==> config.mk <==
export PLATFORM = sky130hd
export DESIGN_NAME = downscale_stream
export DESIGN_NICKNAME = d
export VERILOG_FILES = /design/src/rtl/downscale_stream_pkg.sv /design/src/rtl/downscale_buf.sv /design/src/rtl/downscale_stream.sv
export SDC_FILE = /design/constraint.sdc
export NUM_CORES = 1
export LEC_CHECK = 0
export CORE_MARGIN = 2
export CORE_UTILIZATION = 55
export CTS_CLUSTER_DIAMETER = 200
export DETAILED_ROUTE_END_ITERATION = 12
export GPL_TIMING_DRIVEN = 0
export HOLD_SLACK_MARGIN = 0.08
export PLACE_DENSITY = 0.73
export SLEW_MARGIN = 25
export SYNTH_ARGS = -nofsm -noshare
export SYNTH_HDL_FRONTEND = slang
export SYNTH_SLANG_ARGS = --single-unit
==> constraint.sdc <==
create_clock -name clock_i -period 4.92 [get_ports clock_i]
set_input_delay 0.738 -clock clock_i [delete_from_list [all_inputs] [get_ports clock_i]]
set_output_delay 0.738 -clock clock_i [all_outputs]
set_load 0.03 [all_outputs]
==> src/rtl/downscale_stream_pkg.sv <==
// Shared definitions for the softmax max-subtract stage: FSM states and default sizes.
// Latency: n/a (definitions only).
// Backpressure: n/a.
package downscale_stream_pkg;

    typedef enum logic [1:0] {
        ST_IDLE = 2'd0,
        ST_LOAD = 2'd1,
        ST_EMIT = 2'd2
    } state_t;

    localparam int DEF_DATA_W  = 16;
    localparam int DEF_MAX_LEN = 16;

endpackage

==> src/rtl/downscale_buf.sv <==
// Vector buffer: DEPTH x DATA_W register file, one write port, one registered read port.
// Latency: read data appears the cycle after the address; a same-cycle write is forwarded.
// Backpressure: none; the caller holds the read address to hold the read data.
module downscale_buf #(
    parameter int DATA_W = 16,
    parameter int DEPTH  = 16,
    parameter int ADDR_W = $clog2(DEPTH)
) (
    input  logic              clock_i,
    input  logic              reset_i,
    input  logic              wr_en,
    input  logic [ADDR_W-1:0] wr_addr,
    input  logic [DATA_W-1:0] wr_dat,
    input  logic [ADDR_W-1:0] rd_addr,
    output logic [DATA_W-1:0] rd_dat
);

    logic [DATA_W-1:0] mem [DEPTH];

    // Storage array; contents are left untouched by reset.
    always_ff @(posedge clock_i) begin
        if (wr_en) begin
            mem[wr_addr] <= wr_dat;
        end
    end

    // Registered read; forward the write so a 1-beat vector is readable right away.
    always_ff @(posedge clock_i or posedge reset_i) begin
        if (reset_i) begin
            rd_dat <= '0;
        end else if (wr_en && (wr_addr == rd_addr)) begin
            rd_dat <= wr_dat;
        end else begin
            rd_dat <= mem[rd_addr];
        end
    end

endmodule

==> src/rtl/downscale_stream.sv <==
// Buffers one logit vector while tracking its signed max, then replays Zi - Zmax.
// Latency: first output beat the cycle after the last input beat is accepted.
// Backpressure: output index holds while out_ready_i is low; no input is accepted during replay.
module downscale_stream
    import downscale_stream_pkg::*;
#(
    parameter  int DATA_W  = DEF_DATA_W,
    parameter  int MAX_LEN = DEF_MAX_LEN,
    localparam int CNT_W   = $clog2(MAX_LEN + 1)
) (
    input  logic              clock_i,
    input  logic              reset_i,
    input  logic [CNT_W-1:0]  len_i,
    input  logic              in_valid_i,
    output logic              in_ready_o,
    input  logic [DATA_W-1:0] in_data_i,
    input  logic              in_last_i,
    output logic              out_valid_o,
    input  logic              out_ready_i,
    output logic [DATA_W:0]   out_data_o,
    output logic              out_last_o,
    output logic [DATA_W-1:0] max_o,
    output logic              err_len_o
);

    localparam int ADDR_W = $clog2(MAX_LEN);

    state_t                    state_q, state_d;
    logic [CNT_W-1:0]          cnt_q, len_q, n_q;
    logic [CNT_W-1:0]          cnt_nxt, len_eff;
    logic signed [DATA_W-1:0]  max_q;
    logic                      in_rdy_q;
    logic                      accept, vec_end, len_hit, emit_hs, emit_last;
    logic [ADDR_W-1:0]         rd_addr;
    logic [DATA_W-1:0]         rd_dat;
    logic [DATA_W:0]           diff;

    assign cnt_nxt   = cnt_q + CNT_W'(1);
    assign len_eff   = ((len_i == '0) || (len_i > CNT_W'(MAX_LEN))) ? CNT_W'(MAX_LEN) : len_i;
    assign emit_hs   = (state_q == ST_EMIT) && out_ready_i;
    assign emit_last = (cnt_q == n_q - CNT_W'(1));

    // State register.
    always_ff @(posedge clock_i or posedge reset_i) begin
        if (reset_i) begin
            state_q <= ST_IDLE;
        end else begin
            state_q <= state_d;
        end
    end

    // Next state, input acceptance, vector-end detection and length-mismatch flag.
    always_comb begin
        state_d   = state_q;
        accept    = 1'b0;
        vec_end   = 1'b0;
        len_hit   = 1'b0;
        err_len_o = 1'b0;
        case (state_q)
            ST_IDLE: begin
                accept  = in_valid_i && in_rdy_q;
                len_hit = (len_eff == CNT_W'(1));
                if (accept) begin
                    vec_end   = len_hit || in_last_i;
                    err_len_o = vec_end && (len_hit != in_last_i);
                    state_d   = vec_end ? ST_EMIT : ST_LOAD;
                end
            end
            ST_LOAD: begin
                accept  = in_valid_i && in_rdy_q;
                len_hit = (cnt_nxt == len_q);
                if (accept) begin
                    vec_end   = len_hit || in_last_i;
                    err_len_o = vec_end && (len_hit != in_last_i);
                    if (vec_end) begin
                        state_d = ST_EMIT;
                    end
                end
            end
            ST_EMIT: begin
                if (emit_hs && emit_last) begin
                    state_d = ST_IDLE;
                end
            end
            default: state_d = ST_IDLE;
        endcase
    end

    // Read address: hold the current index while stalled, look ahead on a handshake.
    always_comb begin
        rd_addr = '0;
        if (state_q == ST_EMIT) begin
            if (emit_hs && !emit_last) begin
                rd_addr = cnt_nxt[ADDR_W-1:0];
            end else if (!emit_hs) begin
                rd_addr = cnt_q[ADDR_W-1:0];
            end
        end
    end

    // Counters, latched length, running max and registered input ready.
    always_ff @(posedge clock_i or posedge reset_i) begin
        if (reset_i) begin
            cnt_q    <= '0;
            len_q    <= '0;
            n_q      <= '0;
            max_q    <= '0;
            in_rdy_q <= 1'b0;
        end else begin
            in_rdy_q <= (state_d != ST_EMIT);
            if (accept) begin
                if (state_q == ST_IDLE) begin
                    len_q <= len_eff;
                    max_q <= $signed(in_data_i);
                end else if ($signed(in_data_i) > max_q) begin
                    max_q <= $signed(in_data_i);
                end
                if (vec_end) begin
                    cnt_q <= '0;
                    n_q   <= cnt_nxt;
                end else begin
                    cnt_q <= cnt_nxt;
                end
            end else if (emit_hs) begin
                cnt_q <= emit_last ? '0 : cnt_nxt;
            end
        end
    end

    downscale_buf #(
        .DATA_W (DATA_W),
        .DEPTH  (MAX_LEN),
        .ADDR_W (ADDR_W)
    ) u_buf (
        .clock_i (clock_i),
        .reset_i (reset_i),
        .wr_en   (accept),
        .wr_addr (cnt_q[ADDR_W-1:0]),
        .wr_dat  (in_data_i),
        .rd_addr (rd_addr),
        .rd_dat  (rd_dat)
    );

    // One extra bit makes the difference exact: worst case is -(2^DATA_W - 1).
    assign diff        = {rd_dat[DATA_W-1], rd_dat} - {max_q[DATA_W-1], max_q};
    assign out_valid_o = (state_q == ST_EMIT);
    assign out_last_o  = out_valid_o && emit_last;
    assign out_data_o  = out_valid_o ? diff : '0;
    assign max_o       = max_q;
    assign in_ready_o  = in_rdy_q;

endmodule

Word-level counts from Yosys, hierarchy flattened
Memory sizes are Yosys's and may differ from the RTL's. A register that Yosys moved wholly into a read port is not among the register bits.
Index checks and enable logic that the tools add are counted.
{ "totals": {"ff_bits": 34, "mem_bits_rw": 256, "inputBits": 26, "output_inout_bits": 37, "wordCells": 65, "mem_count": 1} }
{ "op_classes": {"add_sub_neg": 3, "magnitude_cmp": 2, "n_eq_ne": 8, "mux": 26, "n_reduce_logical": 19} }
{ "memory_table": {"columns": ["name", "depth", "word_bits", "read_ports", "rd_ports_with_merged_regs", "wr", "line", "rtl"], "rows": [
  ["u_buf.mem", 16, 16, 1, 1, 1, "downscale_buf.sv:18", "logic [DATA_W-1:0] mem [DEPTH];"]
]} }
{ "op_table": {"columns": ["cell", "count"], "rows": [
  ["$mux W16", 2],
  ["$mux W5", 5],
  ["$mux W17", 1],
  ["$sub A16 B16 Y17", 1],
  ["$gt A16 B16 Y1", 1],
  ["$mux W4", 3],
  ["$eq A5 B5 Y1", 2],
  ["$mux W2", 5],
  ["$logic_and A1 B1 Y1", 7],
  ["$mux W1", 7],
  ["$pmux W2 S3", 1],
  ["$reduce_and A2 Y1", 3],
  ["$add A5 B1 Y5 const B", 1],
  ["$eq A5 B1 Y1 const B", 1],
  ["$gt A5 B5 Y1 const B", 1],
  ["$logic_not A5 Y1", 1],
  ["$sub A5 B1 Y5 const B", 1],
  ["$pmux W1 S2", 2],
  ["$reduce_bool A2 Y1", 2],
  ["$logic_or A1 B1 Y1", 3],
  ["$eq A2 B1 Y1 const B", 1],
  ["$eq A2 B2 Y1 const B", 1],
  ["$logic_not A2 Y1", 1],
  ["$ne A1 B1 Y1", 2],
  ["other kinds (3)", 3]
]} }

Depth between registers and ports, before layout
{ "logic_depth": {"word_depth": 9, "mapped_depth": 15, "depth_no_buf": 12} }

Cells and area by module
From an unflattened synthesis, not the netlist that was laid out.
{ "unflattened": {"hier_cells": 810, "hier_area_um2": 13608.1} }
{ "by_module_without_submodules": {"columns": ["module", "n_inst", "cells_per_inst", "area_per_inst_um2", "seq_area_each_um2"], "rows": [
  ["downscale_buf", 1, 453, 10510.1, 8087.8],
  ["downscale_stream", 1, 357, 3098.0, 850.8]
]} }

Worst setup path before layout
OpenSTA, ideal clock, no wires.
{ "synth_path": {"kind": "register to output", "from": "register max_q[0], in the netlist max_o[0]", "to": "output port out_data_o[16]", "arrival_ns": 3.075, "required_ns": 4.182, "setup_slack_ns": 1.107, "stages_incl_launch_ff": 11, "path_buffers": 0, "cell_sequence": "dfrtp_1 > ha_1 > inv_1 > fa_1 > a21o_1 > a21o_1 > a21oi_1 > o21ai_0 > a41oi_1 > o211ai_1 > o31ai_1"} }
{ "synth_between": {"elab_chain_len": 2} }
{ "synth_rtl": {"columns": ["item", "line", "rtl"], "rows": [
  ["from (decl)", "downscale_stream.sv:31", "logic signed [DATA_W-1:0] max_q;"],
  ["from (signal assigned)", "downscale_stream.sv:114", "max_q <= $signed(in_data_i);"],
  ["from (signal assigned)", "downscale_stream.sv:116", "max_q <= $signed(in_data_i);"],
  ["$sub A16 B16 Y17", "downscale_stream.sv:145", "assign diff = {rd_dat[DATA_W-1], rd_dat} - {max_q[DATA_W-1], max_q};"],
  ["$mux W17", "downscale_stream.sv:148", "assign out_data_o = out_valid_o ? diff : '0;"],
  ["to (decl)", "downscale_stream.sv:20", "output logic [DATA_W:0] out_data_o,"]
]} }
No other way between the ends.

Final worst setup path
Same ends and word-level chain as after synthesis.

==> summary.txt <==
Logic synthesis
  • #FFs+latches synth: 306
  • Post-Syn Instances: 1470
  • Fraction of the yosys area taken by sequential cells: 0.544
  • EDFF count, synth: 256
  • Distinct cells, synth: 73
  • Synthesized Nets: 1537
  • Synth Flop Type: edfxtp_1
  • Syn avg cell area: 11.2 sq um
  • Async set-reset flop share out of synthesis: 0.163
  • Synth Warn #: 0
  • Mapped cell area: 16400 sq um

Timing
  • Max Slew Vio Count: 0
  • Period utilization: 0.958
  • Worst slew pin tran: 1120 ps
  • Final TNS setup: 0 ps
  • Clk_skew: 18.4 ps
  • Hold Slack: 497 ps
  • Worst Slack Setup Final: 209 ps
  • RSZ-0062 raised after global routing: false
  • Slew margin rel.: 0.250
  • Hold Vio Cnt, Final: 0
  • Final setup violating endpoints: 0
  • Final min period: 4710 ps
  • F_max: 212 MHz

Setup path
  • R2R Path Start: cnt_q[0]$_DFFE_PP0P_
  • Family with the most delay on the worst path: compound AO/OA/AOI/OAI gates
  • Setup slack, reg-to-reg: 870 ps
  • Slowest stage delay, CP: 710 ps
  • Crit path top cell by count: a21o_1
  • Buf/Inv on CP: 2
  • CP Cell Sequence: ha_1 -> inv_1 -> fa_1 -> a21o_1 -> a21o_1 -> a21oi_1 -> o21ai_0 -> a41oi_1 -> o211ai_1 -> o31ai_1 -> clkdlybuf4s50_1
  • Critical Path RT: 4180 ps
  • Crit Path Class: reg -> out
  • CP max stage cell: clkdlybuf4s50_1
  • R2R cell count: 13
  • CP Max Fanout: 4
  • Worst R2R End: u_buf.rd_dat[6]$_DFF_PP0_
  • WP data arrival: 3970 ps
  • CP endpoint kind: primary output
  • Setup crit start kind: flip-flop

Power
  • Worst vdd ir: 0.000348 V
  • NetSw: 4.82 mW
  • Sequential power share: 0.295
  • Final Power: 11.4 mW
  • P per Cell Area: 613 nW/um^2
  • Static Leak: 6.76 nW
  • Combinational Power Share: 0.493
  • Int Power: 6.53 mW
  • Clock share of power: 0.212
  • Switch share: 0.425

Route
  • Drt first pass iters: 5
  • Final WL: 53200 um
  • DR vias: 13700
  • Post-DR vias/cell: 6.93
  • Drt wl/cell: 26.9 um
  • Drt drc: 0
  • Initial DRC count: 1872
  • Post-route ant nets: 0

Placement
  • Placed Area: 17500 sq um
  • Post-placement setup slack: 127 ps
  • Dpl cells: 1922
  • Final GP Congestion: 0.945
  • Port bufs: 62
  • Hpwl dp: 35800 um

Global routing
  • Grt total ovfl: 0
  • Global Route Usage Sum: 0.338
  • Initial antenna violation count: 0
  • Pin count of the biggest net entering global routing: 51
  • Vias in the first global route: 12700
  • First-pass GRT wire length: 78700 um

Floorplan
  • Core area: 29600 sq um
  • Die ar.: 31300 sq um
  • Std cell rows: 63
  • Die width: 177 um
  • DIE HEIGHT: 177 um
  • Initial Util: 0.556
  • IO Count: 63

Clock tree
  • Clk slew on worst S/H paths: 60 ps
  • Post-CTS setup buffers: 0
  • # clock sinks: 306
  • H-tree depth: 1
  • Num CTS Buffers: 31
  • Clk Latency, worst-skew pair: 570 ps
  • Root Driver: clkbuf_16
  • CTS tree: yes
  • Clock Path Buffers: 3

Finish
  • Final design utilization: 0.627
  • Share of layout cells above drive strength 1: 0.106
  • Fin cells: 1978
  • Design area: 18500 sq um
  • Commonest non-fill, non-tap cells in the layout: edfxtp_1 (256), a21oi_1 (124), o21ai_0 (120)
  • Fill cells: 2365
  • # diodes: 0
  • Fin nets: 1630
  • Synth-to-layout area growth: 12.8%
  • Most common cell after layout, fill and taps aside: edfxtp_1

Worst hold path
  • Hold path depth: 2
  • Hold Crit Endpoint: len_q[1]$_DFFE_PP0P_
  • Hold Path Class: reg -> reg
  • Hold Path Origin: len_q[1]$_DFFE_PP0P_

Run status
  • Status: finished clean

Job
  • Max-cap violations: 0
timing repair:
item | 4_1_cts | 5_1_grt
gates resized for setup | 2 | 3
hold buffers | 0 | 0
gates cloned | 0 | 0
endpoints found under the setup margin | 1 | 1
hold endpoints to repair | 0 | 0
cells by family (layout without fill, tap and decap cells):
kind of cell,Yosys count,after routing,synth area share
adder cells (fa/ha/maj),41,41,0.0317
AND/OR/NAND/NOR,319,319,0.103
flip-flops,306,306,0.544
XOR/XNOR,25,25,0.0133
AO/OA/AOI/OAI,569,569,0.232
multiplexers,51,51,0.0325
buffers and inverters,159,277,0.0436
Yosys cell counts (4+ instances only):
cell / number / area, sq um
inv_1: 32 / 120
and2_1: 15 / 93.8
nand2b_1: 8 / 50.1
o21ai_0: 120 / 601
nor2_1: 53 / 199
ha_1: 40 / 500
o31ai_1: 4 / 30.0
mux2_2: 19 / 214
a211oi_1: 4 / 30.0
o21bai_1: 16 / 120
nor2b_1: 5 / 31.3
or3_1: 33 / 206
a21boi_1: 14 / 105
o211ai_1: 50 / 375
a221oi_1: 15 / 131
a22oi_1: 16 / 120
nand3_1: 11 / 55.1
o311ai_1: 19 / 166
buf_2: 29 / 145
o221ai_1: 32 / 280
and3_1: 8 / 50.1
dfrtp_1: 50 / 1250
edfxtp_1: 256 / 7690
clkbuf_1: 71 / 267
nand2_1: 80 / 300
nor4_2: 14 / 175
a21oi_1: 124 / 621
buf_6: 4 / 45.0
o311ai_0: 12 / 105
o211a_1: 29 / 290
buf_4: 13 / 97.6
o21a_1: 22 / 165
nor3_1: 74 / 370
o22ai_1: 49 / 307
xor2_1: 11 / 96.3
mux2i_1: 32 / 320
buf_1: 7 / 26.3
a21o_1: 22 / 165
xnor2_1: 14 / 123
worst register-to-register path: cells and delay by family (launching register included):
family / cells / cell delay [ps]
compound gates: 4 / 1020
fa+ha+maj: 1 / 480
buf+inv: 6 / 1720
flops: 1 / 450
simple gates: 2 / 240
power groups by stage:
stage / registers [mW] / clock network (mW) / logic (mW)
2_1_floorplan: 3.48 / 0 / 3.53
3_3_place_gp: 3.38 / 0 / 5.35
3_5_place_dp: 3.40 / 0 / 5.45
4_1_cts: 3.34 / 2.41 / 5.47
5_1_grt: 3.38 / 2.51 / 5.96
6_report: 3.35 / 2.41 / 5.60
layer usage:
metal	GRT usage	share of wire	vias up
li1	-	-	5921
met1	0.499	0.40	6668
met2	0.506	0.45	982
met3	0.0606	0.12	136
met4	0.111	0.034	0
met5	0	0	-
cell type report:
| type | instances | area, sq um | share of cell area |
|---|---|---|---|
| clock inverter | 12 | 67.6 | 0.00365 |
| inverter | 34 | 133 | 0.00716 |
| timing repair buffer | 62 | 563 | 0.0304 |
| clock buffer | 46 | 987 | 0.0533 |
| tap | 390 | 488 | 0.0263 |
| multi-input combinational | 1005 | 6780 | 0.366 |
| sequential | 306 | 8940 | 0.482 |
| buffer | 123 | 583 | 0.0315 |
sequential cells by signal, indices dropped and copies added, names as in the netlist:
register / cells
len_q: 5
in_ready_o: 1
u_buf.mem: 256
u_buf.rd_dat: 16
state_q: 2
cnt_q: 5
max_o: 16
n_q: 5
worst max path at each step:
stage	startpoint	endpoint	slack (ps)	cells past startpoint
after floorplan	max_o[0]$_DFFE_PP0P_	out_data_o[16]	1110	10
after global placement	cnt_q[0]$_DFFE_PP0P_	err_len_o	110	12
after detailed placement	cnt_q[0]$_DFFE_PP0P_	err_len_o	130	12
after CTS	cnt_q[0]$_DFFE_PP0P_	err_len_o	70	10
after global routing	max_o[0]$_DFFE_PP0P_	out_data_o[16]	1	11
final	max_o[0]$_DFFE_PP0P_	out_data_o[16]	210	11
Note: power is estimated with default switching activity, not from simulation.
